`config.mk`:
```
export PLATFORM = sky130hd
export DESIGN_NAME = vgm_psg_sequencer
export DESIGN_NICKNAME = d
export VERILOG_FILES = /design/src/rtl/vgm_pkg.sv /design/src/rtl/vgm_sample_timer.sv /design/src/rtl/vgm_psg_sequencer.sv
export SDC_FILE = /design/constraint.sdc
export NUM_CORES = 1
export LEC_CHECK = 0
export BUFFER_PORTS_ARGS = -buffer_cell sky130_fd_sc_hd__buf_2
export CAP_MARGIN = 40
export CORE_UTILIZATION = 55
export CTS_CLUSTER_SIZE = 8
export DETAILED_ROUTE_END_ITERATION = 7
export PLACE_DENSITY = 0.73
export REMOVE_ABC_BUFFERS = 1
export SYNTH_ARGS = -nofsm -noshare
export SYNTH_HDL_FRONTEND = slang
export SYNTH_HIERARCHICAL = 1
export SYNTH_SLANG_ARGS = --single-unit
```
`constraint.sdc`:
```
create_clock -name in_clk -period 5.6 [get_ports in_clk]
set_input_delay 1.12 -clock in_clk [delete_from_list [all_inputs] [get_ports in_clk]]
set_output_delay 1.12 -clock in_clk [all_outputs]
set_load 0.05 [all_outputs]
```
`src/rtl/vgm_pkg.sv`:
```
// Shared opcodes, sequencer states and fixed wait lengths for the VGM PSG sequencer.
package vgm_pkg;

   localparam logic [7:0]  OP_PSG   = 8'h50;
   localparam logic [7:0]  OP_GGST  = 8'h4F;
   localparam logic [7:0]  OP_WAIT  = 8'h61;
   localparam logic [7:0]  OP_W735  = 8'h62;
   localparam logic [7:0]  OP_W882  = 8'h63;
   localparam logic [3:0]  OP_WNIB  = 4'h7;  // high nibble of the 0x70-0x7F short waits
   localparam logic [7:0]  OP_END   = 8'h66;

   localparam logic [15:0] WAIT_735 = 16'd735;
   localparam logic [15:0] WAIT_882 = 16'd882;

   typedef enum logic [2:0] {
      StFetch,
      StArg1,
      StArg2,
      StWrHi,
      StWrLo,
      StWait,
      StDone,
      StError
   } seq_state_e;

   // Single-byte wait opcodes: 0x62, 0x63, 0x70-0x7F.
   function automatic logic is_short_wait(input logic [7:0] op);
      return (op == OP_W735) || (op == OP_W882) || (op[7:4] == OP_WNIB);
   endfunction

   // Sample count for a single-byte wait opcode.
   function automatic logic [15:0] short_wait_len(input logic [7:0] op);
      if (op == OP_W735) return WAIT_735;
      if (op == OP_W882) return WAIT_882;
      return {12'd0, op[3:0]} + 16'd1;
   endfunction

endpackage

```
`src/rtl/vgm_sample_timer.sv`:
```
// Sample-tick divider plus a loadable 16-bit wait down-counter.
module vgm_sample_timer
   import vgm_pkg::*;
#(
   parameter logic [15:0] CLK_PER_SAMPLE = 16'd1134
) (
   input  logic        in_clk,
   input  logic        in_reset,
   input  logic        run_i,
   input  logic        load_i,
   input  logic [15:0] count_i,
   output logic        tick_o,
   output logic        expired_o
);

   logic [15:0] div_q, div_d;
   logic [15:0] cnt_q, cnt_d;

   // Free-running divider; the wait counter steps on divider wrap and never goes below zero.
   always_comb begin
      tick_o = run_i && (div_q == CLK_PER_SAMPLE - 16'd1);
      div_d  = div_q;
      if (run_i) begin
         div_d = tick_o ? 16'd0 : div_q + 16'd1;
      end
      cnt_d = cnt_q;
      if (load_i) begin
         cnt_d = count_i;
      end else if (tick_o && (cnt_q != 16'd0)) begin
         cnt_d = cnt_q - 16'd1;
      end
      // Next tick finishes the wait.
      expired_o = (cnt_q <= 16'd1);
   end

   // Divider and counter state.
   always_ff @(posedge in_clk or posedge in_reset) begin
      if (in_reset) begin
         div_q <= 16'd0;
         cnt_q <= 16'd0;
      end else begin
         div_q <= div_d;
         cnt_q <= cnt_d;
      end
   end

endmodule

```
`src/rtl/vgm_psg_sequencer.sv`:
```
// VGM command-stream sequencer: decodes PSG writes, waits and end-of-stream,
// and drives the PSG byte/strobe write interface.
module vgm_psg_sequencer
   import vgm_pkg::*;
#(
   parameter logic [15:0] CLK_PER_SAMPLE = 16'd1134,
   parameter int unsigned WR_PULSE       = 2
) (
   input  logic       in_clk,
   input  logic       in_reset,
   input  logic       in_run,
   input  logic [7:0] in_data,
   input  logic       in_valid,
   output logic       out_ready,
   output logic [7:0] out_val,
   output logic       out_wr,
   output logic       out_waiting,
   output logic       out_done,
   output logic       out_error
);

   localparam logic [15:0] PulseLast = 16'(WR_PULSE - 1);

   seq_state_e  state_q;
   logic        ready_q, wr_q, waiting_q, done_q, error_q;
   logic [7:0]  val_q, op_q, lo_q;
   logic [15:0] pulse_q;

   logic        accept;
   logic        timer_load;
   logic [15:0] timer_count;
   logic        sample_tick;
   logic        timer_expired;

   // out_ready is registered, so a byte offered in the cycle in_run falls is still
   // taken; this keeps the handshake honest and nothing is silently dropped.
   assign accept = in_valid && ready_q;

   // Load the wait counter on a short-wait opcode or when the 0x61 high byte arrives.
   always_comb begin
      timer_load  = 1'b0;
      timer_count = {in_data, lo_q};
      if (accept && (state_q == StFetch) && is_short_wait(in_data)) begin
         timer_load  = 1'b1;
         timer_count = short_wait_len(in_data);
      end else if (accept && (state_q == StArg2)) begin
         timer_load = 1'b1;
      end
   end

   vgm_sample_timer #(
      .CLK_PER_SAMPLE(CLK_PER_SAMPLE)
   ) u_timer (
      .in_clk   (in_clk),
      .in_reset (in_reset),
      .run_i    (in_run),
      .load_i   (timer_load),
      .count_i  (timer_count),
      .tick_o   (sample_tick),
      .expired_o(timer_expired)
   );

   // Command FSM with registered handshake and PSG interface outputs.
   always_ff @(posedge in_clk or posedge in_reset) begin
      if (in_reset) begin
         state_q   <= StFetch;
         ready_q   <= 1'b0;
         wr_q      <= 1'b0;
         waiting_q <= 1'b0;
         done_q    <= 1'b0;
         error_q   <= 1'b0;
         val_q     <= 8'd0;
         op_q      <= 8'd0;
         lo_q      <= 8'd0;
         pulse_q   <= 16'd0;
      end else begin
         case (state_q)
            StFetch: begin
               ready_q <= in_run;
               if (accept) begin
                  op_q <= in_data;
                  if ((in_data == OP_PSG) || (in_data == OP_GGST) || (in_data == OP_WAIT)) begin
                     state_q <= StArg1;
                  end else if (is_short_wait(in_data)) begin
                     state_q   <= StWait;
                     waiting_q <= 1'b1;
                     ready_q   <= 1'b0;
                  end else if (in_data == OP_END) begin
                     state_q <= StDone;
                     done_q  <= 1'b1;
                     ready_q <= 1'b0;
                  end else begin
                     state_q <= StError;
                     error_q <= 1'b1;
                     ready_q <= 1'b0;
                  end
               end
            end
            StArg1: begin
               ready_q <= in_run;
               if (accept) begin
                  if (op_q == OP_PSG) begin
                     state_q <= StWrHi;
                     val_q   <= in_data;
                     wr_q    <= 1'b1;
                     pulse_q <= 16'd0;
                     ready_q <= 1'b0;
                  end else if (op_q == OP_GGST) begin
                     state_q <= StFetch;
                  end else begin
                     state_q <= StArg2;
                     lo_q    <= in_data;
                  end
               end
            end
            StArg2: begin
               ready_q <= in_run;
               if (accept) begin
                  if ({in_data, lo_q} == 16'd0) begin
                     state_q <= StFetch;
                  end else begin
                     state_q   <= StWait;
                     waiting_q <= 1'b1;
                     ready_q   <= 1'b0;
                  end
               end
            end
            StWrHi: begin
               if (in_run) begin
                  if (pulse_q == PulseLast) begin
                     state_q <= StWrLo;
                     wr_q    <= 1'b0;
                     pulse_q <= 16'd0;
                  end else begin
                     pulse_q <= pulse_q + 16'd1;
                  end
               end
            end
            StWrLo: begin
               if (in_run) begin
                  if (pulse_q == PulseLast) begin
                     state_q <= StFetch;
                     ready_q <= 1'b1;
                  end else begin
                     pulse_q <= pulse_q + 16'd1;
                  end
               end
            end
            StWait: begin
               // Leave on the tick that brings the count to zero.
               if (sample_tick && timer_expired) begin
                  state_q   <= StFetch;
                  waiting_q <= 1'b0;
                  ready_q   <= 1'b1;
               end
            end
            StDone, StError: begin
               ready_q <= 1'b0;
            end
            default: begin
               state_q <= StError;
               error_q <= 1'b1;
               ready_q <= 1'b0;
            end
         endcase
      end
   end

   assign out_ready   = ready_q;
   assign out_val     = val_q;
   assign out_wr      = wr_q;
   assign out_waiting = waiting_q;
   assign out_done    = done_q;
   assign out_error   = error_q;

endmodule

```
Yosys cells after proc, flatten, opt, wreduce, memory -nomap -nowiden --
Index checks and enable logic that the tools add are counted.
Storage, ports and cells: bits in registers 80, input bits 12, output and inout port bits 13, logic and storage cells 143
Operators by class: add/subtract/negate cells 4, $lt $le $gt $ge 1, eq/ne operators 31, multiplexer cells 59, bitwise logic cells 5, reductions and logical operators 31
Operator list (number):
- 16-bit 2-to-1 mux | 14
- 8-bit by 7-bit == test with 1-bit output (second input constant) | 8
- 16-bit case mux with 3 select lines | 1
- 16-bit by 1-bit adder with 16-bit output (second input constant) | 2
- 3-bit 2-to-1 mux | 10
- 1-bit 2-to-1 mux | 27
- 2-bit != test (second input constant) | 12
- 3-bit case mux with 6 select lines | 1
- 16-bit by 1-bit == test with 1-bit output (second input constant) | 1
- 16-bit by 11-bit == test with 1-bit output (second input constant) | 1
- 16-bit by 1-bit <= comparator with 1-bit output (second input constant) | 1
- 16-bit zero test | 1
- 16-bit nonzero test | 1
- 16-bit by 1-bit subtractor with 16-bit output (second input constant) | 1
- 5-bit AND reduction | 3
- 3-bit == test (second input constant) | 4
- 6-bit nonzero test | 2
- 9-bit AND reduction | 1
- 4-bit AND reduction | 2
- 1-bit logical AND | 7
- 7-bit AND reduction | 1
- 3-bit by 2-bit == test with 1-bit output (second input constant) | 2
- 2-bit 2-to-1 mux | 3
- 1-bit case mux with 6 select lines | 1
- other kinds (15) | 24

Longest topological paths before layout --
Gate-level depths: netlist (run 1).
word-level depth 11, mapped depth 11

By module --
Netlist (run 1), hierarchy kept.
Modules (own cells, without submodules):
- vgm_psg_sequencer | times used 1, cells an instance 330, area an instance 2975.4 sq um, seq. area each 1201.2 sq um
- vgm_sample_timer | times used 1, cells an instance 198, area an instance 1914.3 sq um, seq. area each 800.8 sq um

Worst setup path after synthesis (run 1) --
Ideal clock, no wire load.
path type input -> register, start point input port in_data[0], end point register u_timer.cnt_q[11], arrival 3145 ps, required time 5479 ps, path slack 2334 ps, cell stages on the path 11, buffers on the path 2, cell sequence inv_1 -> ha_1 -> nor2_1 -> o31a_1 -> nor2_1 -> nor2_1 -> nor3_1 -> clkdlybuf4s50_2 -> buf_1 -> a31oi_1 -> a22o_1
RTL lines:
- start, declared | RTL line vgm_psg_sequencer.sv:12 | input logic [7:0] in_data,
- 8-bit by 7-bit == test with 1-bit output | RTL line vgm_pkg.sv:28 | return (op == OP_W735) || (op == OP_W882) || (op[7:4] == OP_WNIB);
- 1-bit logical OR * (2 in a row) | RTL line vgm_pkg.sv:28
- 1-bit logical AND * | RTL line vgm_psg_sequencer.sv:43 | if (accept && (state_q == StFetch) && is_short_wait(in_data)) begin
- 1-bit 2-to-1 mux * | RTL line vgm_psg_sequencer.sv:43
- via timer_load | RTL line vgm_psg_sequencer.sv:30 | logic timer_load;
- 16-bit 2-to-1 mux / 2-bit nonzero test (equally long branches)
- end signal, assigned | RTL line vgm_sample_timer.sv:43 | cnt_q <= cnt_d;
- end, declared | RTL line vgm_sample_timer.sv:17 | logic [15:0] cnt_q, cnt_d;
The timed path passes the listed nets; every way through them passes the cells marked *. The select of a mux whose other input is x is not followed. A chain may end at the register's enable or synchronous reset.

Worst setup path after layout (run 1) --
start point input port in_run, end point register state_q[2]
Between the ends: cells in the longest elaborated chain, start to end 4
Ends and longest elaborated chain:
- start, declared | RTL line vgm_psg_sequencer.sv:11 | input logic in_run,
- 1-bit logical AND | RTL line vgm_sample_timer.sv:21 | tick_o = run_i && (div_q == CLK_PER_SAMPLE - 16'd1);
- via sample_tick | RTL line vgm_psg_sequencer.sv:32 | logic sample_tick;
- 1-bit logical AND | RTL line vgm_psg_sequencer.sv:151 | if (sample_tick && timer_expired) begin
- 2-bit != test (no line)
- 9-bit AND reduction (no line)
- end signal, assigned | RTL line vgm_psg_sequencer.sv:142 | state_q <= StFetch;
- end signal, assigned | RTL line vgm_psg_sequencer.sv:152 | state_q <= StFetch;
- end signal, assigned | RTL line vgm_psg_sequencer.sv:161 | state_q <= StError;
- end, declared | RTL line vgm_psg_sequencer.sv:24 | seq_state_e state_q;
The timed path passes the listed nets, and every way through them passes these cells.

==> results by group, run 1 <==
Synthesis
  • Ys flop type: dfrtp_1
  • Number of synthesized register bits: 80
  • Synth cell types: 75
  • Post-synth EDFFs: 0
  • Mapped Cells: roughly 530
  • Syn. warnings: 6
  • Syn avg cell area: 9.26 µm²
  • Ranking of synthesized cells by area: dfrtp_1, nand2_1, mux2_2
  • Asr flop ratio synth: 1.00
  • Largest area contributor in the netlist: dfrtp_1
  • Register area share after synthesis: 0.409
  • Synth top area share: 0.409
  • Post-synth design cell area: a little under 5000 µm²

CTS
  • Quantity of gates resized following cts: 0
  • Hold buffer count at CTS: 0
  • Clock transition at path regs: approximately 0.09 ns
  • Clock sink count: 80
  • Htree depth: 3
  • CTS tree: yes
  • CTS Buf Count: 9
  • Clk root buf: clkbuf_8
  • CTS Buffer Depth: 2
  • Worst skew pair latency: roughly 0.35 ns
  • Postcts setup bufs: 0

Floorplanning
  • I/O pin count: 25
  • Die X: 96.3 µm
  • Core ar.: 8680 µm²
  • Die Y: between 90 and 100 µm
  • Die Area: approximately 9300 µm²
  • Initial Util: 0.563
  • Cell Rows: 34

Final layout
  • Share of cells above drive strength 1: 0.161
  • Final nets: ~570
  • Non-Filler Instances: between 600 and 700
  • Final core utilization: 0.609
  • Commonest non-fill, non-tap cells in the layout: dfrtp_1, nand2_1, nor2_1
  • Number of inserted diodes: 0
  • Layout overhead on the synthesized area: 8.11%
  • Fin area: 5290 µm²
  • Commonest non-fill, non-tap cell in the layout: dfrtp_1
  • FILL cells: about 760

Power
  • Max IR drop VDD: between 200 and 250 µV
  • Cell Pwr Density: between 400 and 500 nW/µm²
  • Lkg Pwr: 2.28 nW

Run status
  • Status: finished clean

Global routing
  • GRT Residual Overflow: 0
  • Vias in the first global route: a little under 4,000
  • First-pass GRT wire length: around 18,000 µm
  • Largest net degree at the start of global routing: 33
  • Initial antenna violation count: 0
  • Total track usage: 0.259

Worst setup path
  • Worst R2R End: state_q[2]
  • Max incr delay on CP: roughly 0.42 ns
  • Startpoint Class: input pin
  • Crit path kind: input pin to flop
  • Crit path buffers/inverters: 1
  • Crit path max-delay family: compound AO/OA/AOI/OAI gates
  • Cell depth of the worst flop-to-flop path: 9
  • Worst r2r src: u_timer/cnt_q[13]
  • Worst-path cell chain: buf_2 -> and3_4 -> nand4_2 -> nor2_2 -> a21boi_0 -> a2111oi_0 -> o32ai_1 -> o21bai_1 -> a22o_1
  • Crit Path Max Fanout: 13
  • Crit. End Element: flop
  • CP Data Arrival Time: roughly 3.5 ns
  • R2r setup slk: between 2 and 3 ns
  • Critical-path top delay cell: a2111oi_0
  • Worst EP required: between 5 and 6 ns

Job
  • Max cap viols: 0

Timing
  • Fmax: 308 MHz
  • Fin. Hold Viols: 0
  • Worst slew pin tran: between 0.7 and 0.8 ns
  • RSZ-0062 raised after global routing: no
  • Rel. slew slack: 0.478
  • # setup viols final: 0
  • Setup TNS: 0 ns
  • WHS: roughly 0.47 ns
  • Slew Viols, Final: 0
  • Tmin final: approximately 3.2 ns
  • Final period util: 0.580
  • Clk_skew: between 0.01 and 0.015 ns

Route
  • Mean routed wirelength per cell: about 17 µm
  • Vias per cell: 6.32
  • Final ANT Viol Nets: 0
  • DR vias: 4,181
  • DRC errors left: 0
  • 1st-iter DRT viols: 304
  • Final wirelength: 11,200 µm
  • Drt pass-1 iters: 5

Worst hold path
  • Hold path depth: 1
  • Worst hold-check path type: flop to flop
  • Worst hold path endpoint: out_done
  • Hold Crit Start: out_done

Placement
  • Placed insts: 646
  • DP Area: a little over 5000 µm²
  • Post-DP HPWL: between 8000 and 9000 µm
  • Port Buffer Count: 24
  • RD Place Congestion: ~0.95
==> worst reg2reg max path, cell delays in order, from the launching register on <==
cell	delay [ns]
dfrtp_1	0.42
nor4_1	0.59
and2_1	0.27
and3_1	0.24
o21a_1	0.15
a21boi_0	0.14
a2111oi_0	0.42
o32ai_1	0.23
o21bai_1	0.21
a22o_1	0.24
==> routing by layer <==
metal / track usage / vias to the layer above / part of all wire / wire length, µm
met2: 0.421 / 130 / 0.47 / 5200
met1: 0.353 / 2040 / 0.47 / 5230
met5: 0 / - / 0 / 0
met3: 0.0490 / 16 / 0.052 / 581
met4: 0.0723 / 0 / 0.013 / 150
li1: - / 1995 / - / -
==> cells in the mapped netlist (all sizes together), types with 5 or more instances <==
cell type and n:
a21o 6, nand2b 9, nand4 20, ha 10, mux2 17, and3 8, o21ai 24, nor4 18
a22o 7, and2 9, a31oi 11, o21a 5, xnor2 9, inv 21, nand2 59, or3 7
a21oi 17, dfrtp 80, nor3b 5, nand3 19, xor2 11, nor2 45, o211ai 5, or4 7
nor3 19, clkbuf 13
==> flip-flops by register name, indices dropped and copies added, names as in the netlist, 3 cells and up <==
register,cells
lo_q,8
u_timer/cnt_q,16
state_q,3
out_val,8
op_q,8
pulse_q,16
u_timer/div_q,16
==> kinds of logic (layout without fill, tap and decap cells) <==
group	Yosys count	in the layout	share of synthesized area
simple gates	247	247	0.290
fa+ha+maj	10	10	0.0256
xor+xnor	20	20	0.0358
compound gates	112	112	0.161
mux	19	19	0.0432
flops	80	80	0.409
buf+inv	40	66	0.0353
==> report_power, final <==
| group | switching [mW] | leakage, nW | internal (mW) |
|---|---|---|---|
| Combinational | 0.515 | 1.16 | 0.350 |
| Sequential | 0.208 | 1.03 | 0.745 |
| Clock | 0.219 | 0.0887 | 0.174 |
| Total | 0.942 | 2.28 | 1.27 |
==> stage by stage <==
stage | worst slack (ns) | power, mW
6_report | 2.35 | 2.21
5_1_grt | 2.15 | 2.36
4_1_cts | 2.40 | 2.21
3_5_place_dp | 2.02 | 1.82
3_3_place_gp | 2.11 | 1.79
2_1_floorplan | 1.56 | 1.59
==> cell type report <==
class / instances / area [µm²] / share of cell area
Inverter: 21 / 78.8 / 0.0149
Sequential cell: 80 / 2000 / 0.379
Tap cell: 108 / 135 / 0.0256
Timing Repair Buffer: 29 / 170 / 0.0322
Multi-Input combinational cell: 408 / 2720 / 0.515
Clock inverter: 6 / 42.5 / 0.00805
Clock buffer: 10 / 138 / 0.0260
==> how the worst max path moves through the flow <==
stage | depth (start not counted) | from | end | slack, ns
2_1_floorplan | 9 | in_data[0] | u_timer/cnt_q[14] | 1.56
3_3_place_gp | 9 | in_run | state_q[2] | 2.11
3_5_place_dp | 9 | in_run | state_q[2] | 2.02
4_1_cts | 9 | in_run | state_q[2] | 2.40
5_1_grt | 9 | in_run | state_q[2] | 2.15
6_report | 9 | in_run | state_q[2] | 2.35
Power figures use the tool's default switching activity.
==> run 2, diff against run 1 <==
==> constraint.sdc (replaced) <==
create_clock -name in_clk -period 3.35 [get_ports in_clk]
set_input_delay 0.67 -clock in_clk [delete_from_list [all_inputs] [get_ports in_clk]]
set_output_delay 0.67 -clock in_clk [all_outputs]
set_load 0.05 [all_outputs]
==> run 2 against run 1 <==
  * Total power grew 68%
  * Utilization grew 0.14 points
  * Combinational power grew 71%
  * Global-route usage grew 0.40 points
  * Clock skew grew 0.00092 ns
  * Clock power grew 60%
  * Sequential power grew 68%
  * Setup slack lost 1.9 ns
  * Design area grew 0.24%
==> results by group, run 2 (same netlist as run 1, synthesis figures left out) <==
Timing
  • Rel. slew slack: 0.425 (-0.0536)
  • Setup TNS: 0 ns (unchanged)
  • Final period util: 0.855
  • Fmax: 349 MHz
  • Clk_skew: 0.0125 ns (+0.000922 ns)
  • Slew Viols, Final: 0 (unchanged)
  • WHS: 0.338 ns (-0.137 ns)
  • Worst slew pin tran: 0.857 ns (+0.0798 ns)
  • Final setup margin: 0.484 ns (-1.87 ns)
  • Fin. Hold Viols: 0 (unchanged)
  • # setup viols final: 0 (unchanged)
  • Tmin final: 2.87 ns
  • RSZ-0062 raised after global routing: no

Floorplanning
  • Die X: 96.3 µm (unchanged)
  • Core ar.: 8680 µm² (unchanged)
  • Cell Rows: 34 (unchanged)
  • Die Area: 9270 µm² (unchanged)
  • I/O pin count: 25 (unchanged)
  • Initial Util: 0.563 (unchanged)
  • Die Y: 96.3 µm (unchanged)

Route
  • 1st-iter DRT viols: 222 (-27%)
  • Mean routed wirelength per cell: 17.0 µm (+0.97%)
  • Final ANT Viol Nets: 0 (unchanged)
  • DRC errors left: 0 (unchanged)
  • Vias per cell: 6.26 (-0.93%)
  • Final wirelength: 11,300 µm (+1.4%)
  • DR vias: 4,161 (-0.48%)
  • Drt pass-1 iters: 4 (-1)

CTS
  • Worst skew pair latency: 0.35 ns (about the same)
  • Hold buffer count at CTS: 0 (unchanged)
  • Quantity of gates resized following cts: 0 (unchanged)
  • Postcts setup bufs: 0 (unchanged)
  • CTS Buf Count: 9 (unchanged)
  • Htree depth: 3 (unchanged)
  • Clock transition at path regs: 0.08 ns (about the same)
  • CTS tree: yes
  • Clock sink count: 80 (unchanged)
  • CTS Buffer Depth: 2 (unchanged)
  • Clk root buf: clkbuf_8

Worst hold path
  • Worst hold-check path type: input pin to asynchronous set/reset pin

Worst setup path
  • Crit path kind: flop to flop
  • Critical-path top delay cell: nor4_1
  • Crit path max-delay family: compound AO/OA/AOI/OAI gates
  • Crit Path Max Fanout: 5 (-8)
  • Startpoint Class: flop
  • Max incr delay on CP: 0.52 ns (+0.10 ns)
  • Worst-path cell chain: nor4_1 -> and2_1 -> and3_1 -> o21a_1 -> a21boi_0 -> a2111oi_0 -> o32ai_1 -> o21bai_1 -> a22o_1
  • Worst EP required: 3.59 ns (-2.25 ns)
  • Crit path buffers/inverters: 0 (-1)
  • Crit. End Element: flop
  • CP Data Arrival Time: 3.10 ns (-0.39 ns)

Final layout
  • Commonest non-fill, non-tap cell in the layout: dfrtp_1
  • Share of cells above drive strength 1: 0.162 (+0.000930)
  • Fin area: 5300 µm² (+0.24%)
  • Biggest regs: pulse_q: 16 flops, u_timer/cnt_q: 16 flops, u_timer/div_q: 16 flops
  • Final nets: 575 (+0.70%)
  • Commonest non-fill, non-tap cells in the layout: dfrtp_1, nand2_1, nor2_1
  • Layout overhead on the synthesized area: 8.37%
  • Number of inserted diodes: 0 (unchanged)

Power
  • Internal Power: 2.11 mW (+67%)
  • Sequential power share: 0.431 (about the same)
  • Combinational share of power: 0.400 (+0.009)
  • Switching part of the total: 0.430 (+0.00344)
  • Total power draw: 3.71 mW (+68%)
  • NetSw: 1.59 mW (+69%)
  • Clk pwr share: 0.169 (-0.009)
  • Max IR drop VDD: 494 µV (+100%)
  • Cell Pwr Density: 700 nW/µm² (+67%)
  • Lkg Pwr: 2.28 nW (+0.14%)

Job
  • Max cap viols: 0 (unchanged)

Placement
  • DP Area: 5140 µm² (+0.59%)
  • RD Place Congestion: 0.940 (-0.91%)
  • Post-DP HPWL: 8250 µm (+2.5%)
  • Port Buffer Count: 24 (unchanged)
  • Pre-CTS setup slack: 0.529 ns (-1.49 ns)

Run status
  • Status: finished clean

Global routing
  • GRT Residual Overflow: 0 (unchanged)
  • First-pass GRT wire length: 18,700 µm (+1.5%)
  • Vias in the first global route: 3,912 (+0.18%)
  • Largest net degree at the start of global routing: 33 (unchanged)
  • Initial antenna violation count: 0 (unchanged)
  • Total track usage: 0.263 (+0.00399)
[run 2: final cells by class]
type                       count  area (µm²)
fill                         771        3380
multi-input combinational    408        2720
timing repair buffer          33         200
clock inverter                 4        31.3
inverter                      21        78.8
tap                          108         135
clock buffer                  11         131
sequential                    80        2000
[run 2: worst register-to-register path, delay by kind of cell, from the launching register on]
kind | cells | cell delay [ns]
DFF | 1 | 0.42
and+or+nand+nor | 3 | 1.00
AOI/OAI and AO/OA | 6 | 1.34
[run 2: final timing paths]
| path | start | endpoint | slack [ns] | cells after the start |
|---|---|---|---|---|
| worst max-delay path | u_timer/cnt_q[12] | state_q[2] | 0.48 | 9 |
| worst min-delay path | in_reset | pulse_q[3] | 0.34 | 2 |
| worst max register to register | u_timer/cnt_q[12] | state_q[2] | 0.48 | 9 |
| worst min register to register | op_q[6] | op_q[6] | 0.49 | 2 |
| max in group asynchronous | in_reset | op_q[0] | 2.50 | 3 |
| min in group in_clk | op_q[6] | op_q[6] | 0.49 | 2 |
[run 2: metrics by stage]
stage,utilization,instances
5_1_grt,0.611,665
2_1_floorplan,-,509
3_5_place_dp,0.592,650
3_3_place_gp,0.590,649
4_1_cts,0.611,665
6_report,0.611,665
[run 2: per-layer routing]
layer | part of all wire | up-vias | global-route usage
li1 | - | 1996 | -
met1 | 0.48 | 2048 | 0.360
met2 | 0.46 | 101 | 0.426
met3 | 0.044 | 16 | 0.0521
met4 | 0.014 | 0 | 0.0686
met5 | 0 | - | 0
[run 2: power groups by stage]
stage	clock network [mW]	logic, mW	registers, mW
after floorplan	0	1.02	1.63
after global placement	0	1.43	1.59
after detailed placement	0	1.48	1.61
after CTS	0.646	1.48	1.59
after global routing	0.682	1.64	1.64
final	0.628	1.48	1.60
==> run 3, diff against run 2 <==
--- a/config.mk
+++ b/config.mk
@@ -10,7 +10,7 @@
 export CORE_UTILIZATION = 55
 export CTS_CLUSTER_SIZE = 8
 export DETAILED_ROUTE_END_ITERATION = 7
-export PLACE_DENSITY = 0.73
+export PLACE_DENSITY = 0.8
 export REMOVE_ABC_BUFFERS = 1
 export SYNTH_ARGS = -nofsm -noshare
 export SYNTH_HDL_FRONTEND = slang
==> constraint.sdc (replaced) <==
create_clock -name in_clk -period 3.3 [get_ports in_clk]
set_input_delay 0.66 -clock in_clk [delete_from_list [all_inputs] [get_ports in_clk]]
set_output_delay 0.66 -clock in_clk [all_outputs]
set_load 0.05 [all_outputs]
==> run 3 against run 2 <==
  * Sequential power about the same
  * Wire length increased by 3.3%
  * Global-route usage increased by 0.87 points
  * Worst hold slack got worse by 0.055 ns
  * Largest power group unchanged
  * Highest routed layer unchanged
  * Combinational power about the same
  * Critical path type unchanged
  * Clock skew decreased by 0.0016 ns
  * Total power increased by 4.7%
  * Non-clock buffer count unchanged
  * Cell count increased by 0.15%
==> results by group, run 3 (same netlist as run 1, synthesis figures left out) <==
Run status
  • Status: finished clean

Global routing
  • Largest net degree at the start of global routing: 34 (+3.0%)
  • Total track usage: 0.271 (+0.00866)
  • Vias in the first global route: 3,930 (+0.46%)
  • Initial antenna violation count: 0 (unchanged)
  • First-pass GRT wire length: 19,300 µm (+3.0%)
  • GRT Residual Overflow: 0 (unchanged)

Job
  • Max cap viols: 0 (unchanged)

Placement
  • Port Buffer Count: 24 (unchanged)
  • DP Area: 5140 µm² (unchanged)
  • Pre-CTS setup slack: 0.398 ns (-0.131 ns)
  • Post-DP HPWL: 8350 µm (+1.3%)
  • RD Place Congestion: 0.895 (-4.8%)

Worst setup path
  • Crit. End Element: flop
  • Startpoint Class: flop
  • Worst r2r src: u_timer/cnt_q[12]
  • Worst EP required: 3.55 ns (-0.04 ns)
  • Crit path max-delay family: compound AO/OA/AOI/OAI gates
  • Crit path kind: flop to flop
  • Crit Path Max Fanout: 5 (unchanged)
  • Cell depth of the worst flop-to-flop path: 9 (unchanged)
  • Critical-path top delay cell: nor4_1
  • Worst R2R End: state_q[2]
  • CP Data Arrival Time: 3.25 ns (+0.15 ns)
  • Worst-path cell chain: nor4_1 -> and2_1 -> and3_1 -> o21a_1 -> a21boi_0 -> a2111oi_0 -> o32ai_1 -> o21bai_1 -> a22o_1
  • Crit path buffers/inverters: 0 (unchanged)
  • R2r setup slk: 0.30 ns (-0.19 ns)
  • Max incr delay on CP: 0.59 ns (+0.07 ns)

Route
  • 1st-iter DRT viols: 272 (+23%)
  • DR vias: 4,229 (+1.6%)
  • Drt pass-1 iters: 5 (+1)
  • Final ANT Viol Nets: 0 (unchanged)
  • Final wirelength: 11,700 µm (+3.3%)
  • DRC errors left: 0 (unchanged)
  • Mean routed wirelength per cell: 17.6 µm (+3.1%)
  • Vias per cell: 6.35 (+1.5%)

Floorplanning
  • Die X: 96.3 µm (unchanged)
  • I/O pin count: 25 (unchanged)
  • Die Area: 9270 µm² (unchanged)
  • Initial Util: 0.563 (unchanged)
  • Die Y: 96.3 µm (unchanged)
  • Cell Rows: 34 (unchanged)
  • Core ar.: 8680 µm² (unchanged)

Final layout
  • Biggest regs: pulse_q: 16 flops, u_timer/cnt_q: 16 flops, u_timer/div_q: 16 flops
  • FILL cells: 745 (-3.4%)
  • Final core utilization: 0.615 (+0.00461)
  • Commonest non-fill, non-tap cells in the layout: dfrtp_1, nand2_1, nor2_1
  • Fin area: 5340 µm² (+0.76%)
  • Final nets: 575 (unchanged)
  • Number of inserted diodes: 0 (unchanged)
  • Commonest non-fill, non-tap cell in the layout: dfrtp_1
  • Share of cells above drive strength 1: 0.167 (+0.00509)
  • Layout overhead on the synthesized area: 9.19%

Timing
  • Slew Viols, Final: 0 (unchanged)
  • Rel. slew slack: 0.518 (+0.0934)
  • Fmax: 333 MHz (-4.5%)
  • Final period util: 0.910 (+0.0542)
  • RSZ-0062 raised after global routing: no
  • Fin. Hold Viols: 0 (unchanged)
  • Final setup margin: 0.298 ns (-0.186 ns)
  • Tmin final: 3.00 ns (+0.136 ns)
  • Worst slew pin tran: 0.718 ns (-0.139 ns)
  • Clk_skew: 0.0109 ns (-0.00162 ns)
  • # setup viols final: 0 (unchanged)

CTS
  • Htree depth: 3 (unchanged)
  • CTS tree: yes
  • Hold buffer count at CTS: 0 (unchanged)
  • Postcts setup bufs: 0 (unchanged)
  • CTS Buf Count: 9 (unchanged)
  • Clk root buf: clkbuf_8
  • Quantity of gates resized following cts: 0 (unchanged)
  • CTS Buffer Depth: 2 (unchanged)
  • Clock sink count: 80 (unchanged)
  • Worst skew pair latency: 0.36 ns (about the same)
  • Clock transition at path regs: 0.09 ns (about the same)

Worst hold path
  • Worst hold-check path type: input pin to asynchronous set/reset pin

Power
  • Total power draw: 3.88 mW (+4.7%)
  • Cell Pwr Density: 727 nW/µm² (+3.9%)
  • Max IR drop VDD: 486 µV (-1.6%)
  • Lkg Pwr: 2.31 nW (+1.4%)
==> run 3: cell types whose count changed in the layout (fill, tap and decap cells not counted) <==
| cell | before | now |
|---|---|---|
| clkbuf_8 | 9 | 10 |
| clkinvlp_4 | 3 | 1 |
| bufinv_16 | 0 | 1 |
| clkinv_2 | 0 | 2 |
| clkbuf_1 | 2 | 0 |
| inv_6 | 1 | 2 |
==> run 3: final cells by class <==
class | count | area (µm²) | area share
multi-input cells | 408 | 2720 | 0.509
flip-flops and latches | 80 | 2000 | 0.375
repair buffers | 33 | 200 | 0.0375
clock buffers | 10 | 138 | 0.0258
well taps | 108 | 135 | 0.0253
inverters | 21 | 78.8 | 0.0148
clock inverters | 6 | 65.1 | 0.0122
==> run 3: metal layers <==
metal	part of all wire	vias to the layer above	global-route usage
met5	0	-	0
met4	0.018	0	0.0882
met3	0.057	25	0.0490
met2	0.47	152	0.428
met1	0.45	2047	0.378
li1	-	2005	-
==> run 3: stage by stage <==
step           hold slack (ns)  setup TNS (ns)  cells
2_1_floorplan            0.438           -1.44    509
3_3_place_gp             0.450               0    649
3_5_place_dp             0.454               0    650
4_1_cts                  0.286               0    666
5_1_grt                  0.310               0    666
6_report                 0.283               0    666
==> run 3: worst max path at each step <==
stage,startpoint,end,depth (start not counted),slack [ns]
final,u_timer/cnt_q[12],state_q[2],9,0.30
after floorplan,in_data[0],u_timer/cnt_q[14],9,-0.28
after global placement,u_timer/cnt_q[12],state_q[2],9,0.56
after detailed placement,u_timer/cnt_q[12],state_q[2],9,0.40
after CTS,u_timer/cnt_q[12],state_q[2],9,0.37
after global routing,u_timer/cnt_q[12],state_q[2],9,0.12
==> run 3: report_power, final <==
part	leakage [nW]	switching, mW	internal, mW	total, mW
Sequential	1.03	0.352	1.26	1.62
Clock	0.103	0.386	0.373	0.760
Combinational	1.18	0.907	0.599	1.51
Total	2.31	1.65	2.24	3.88
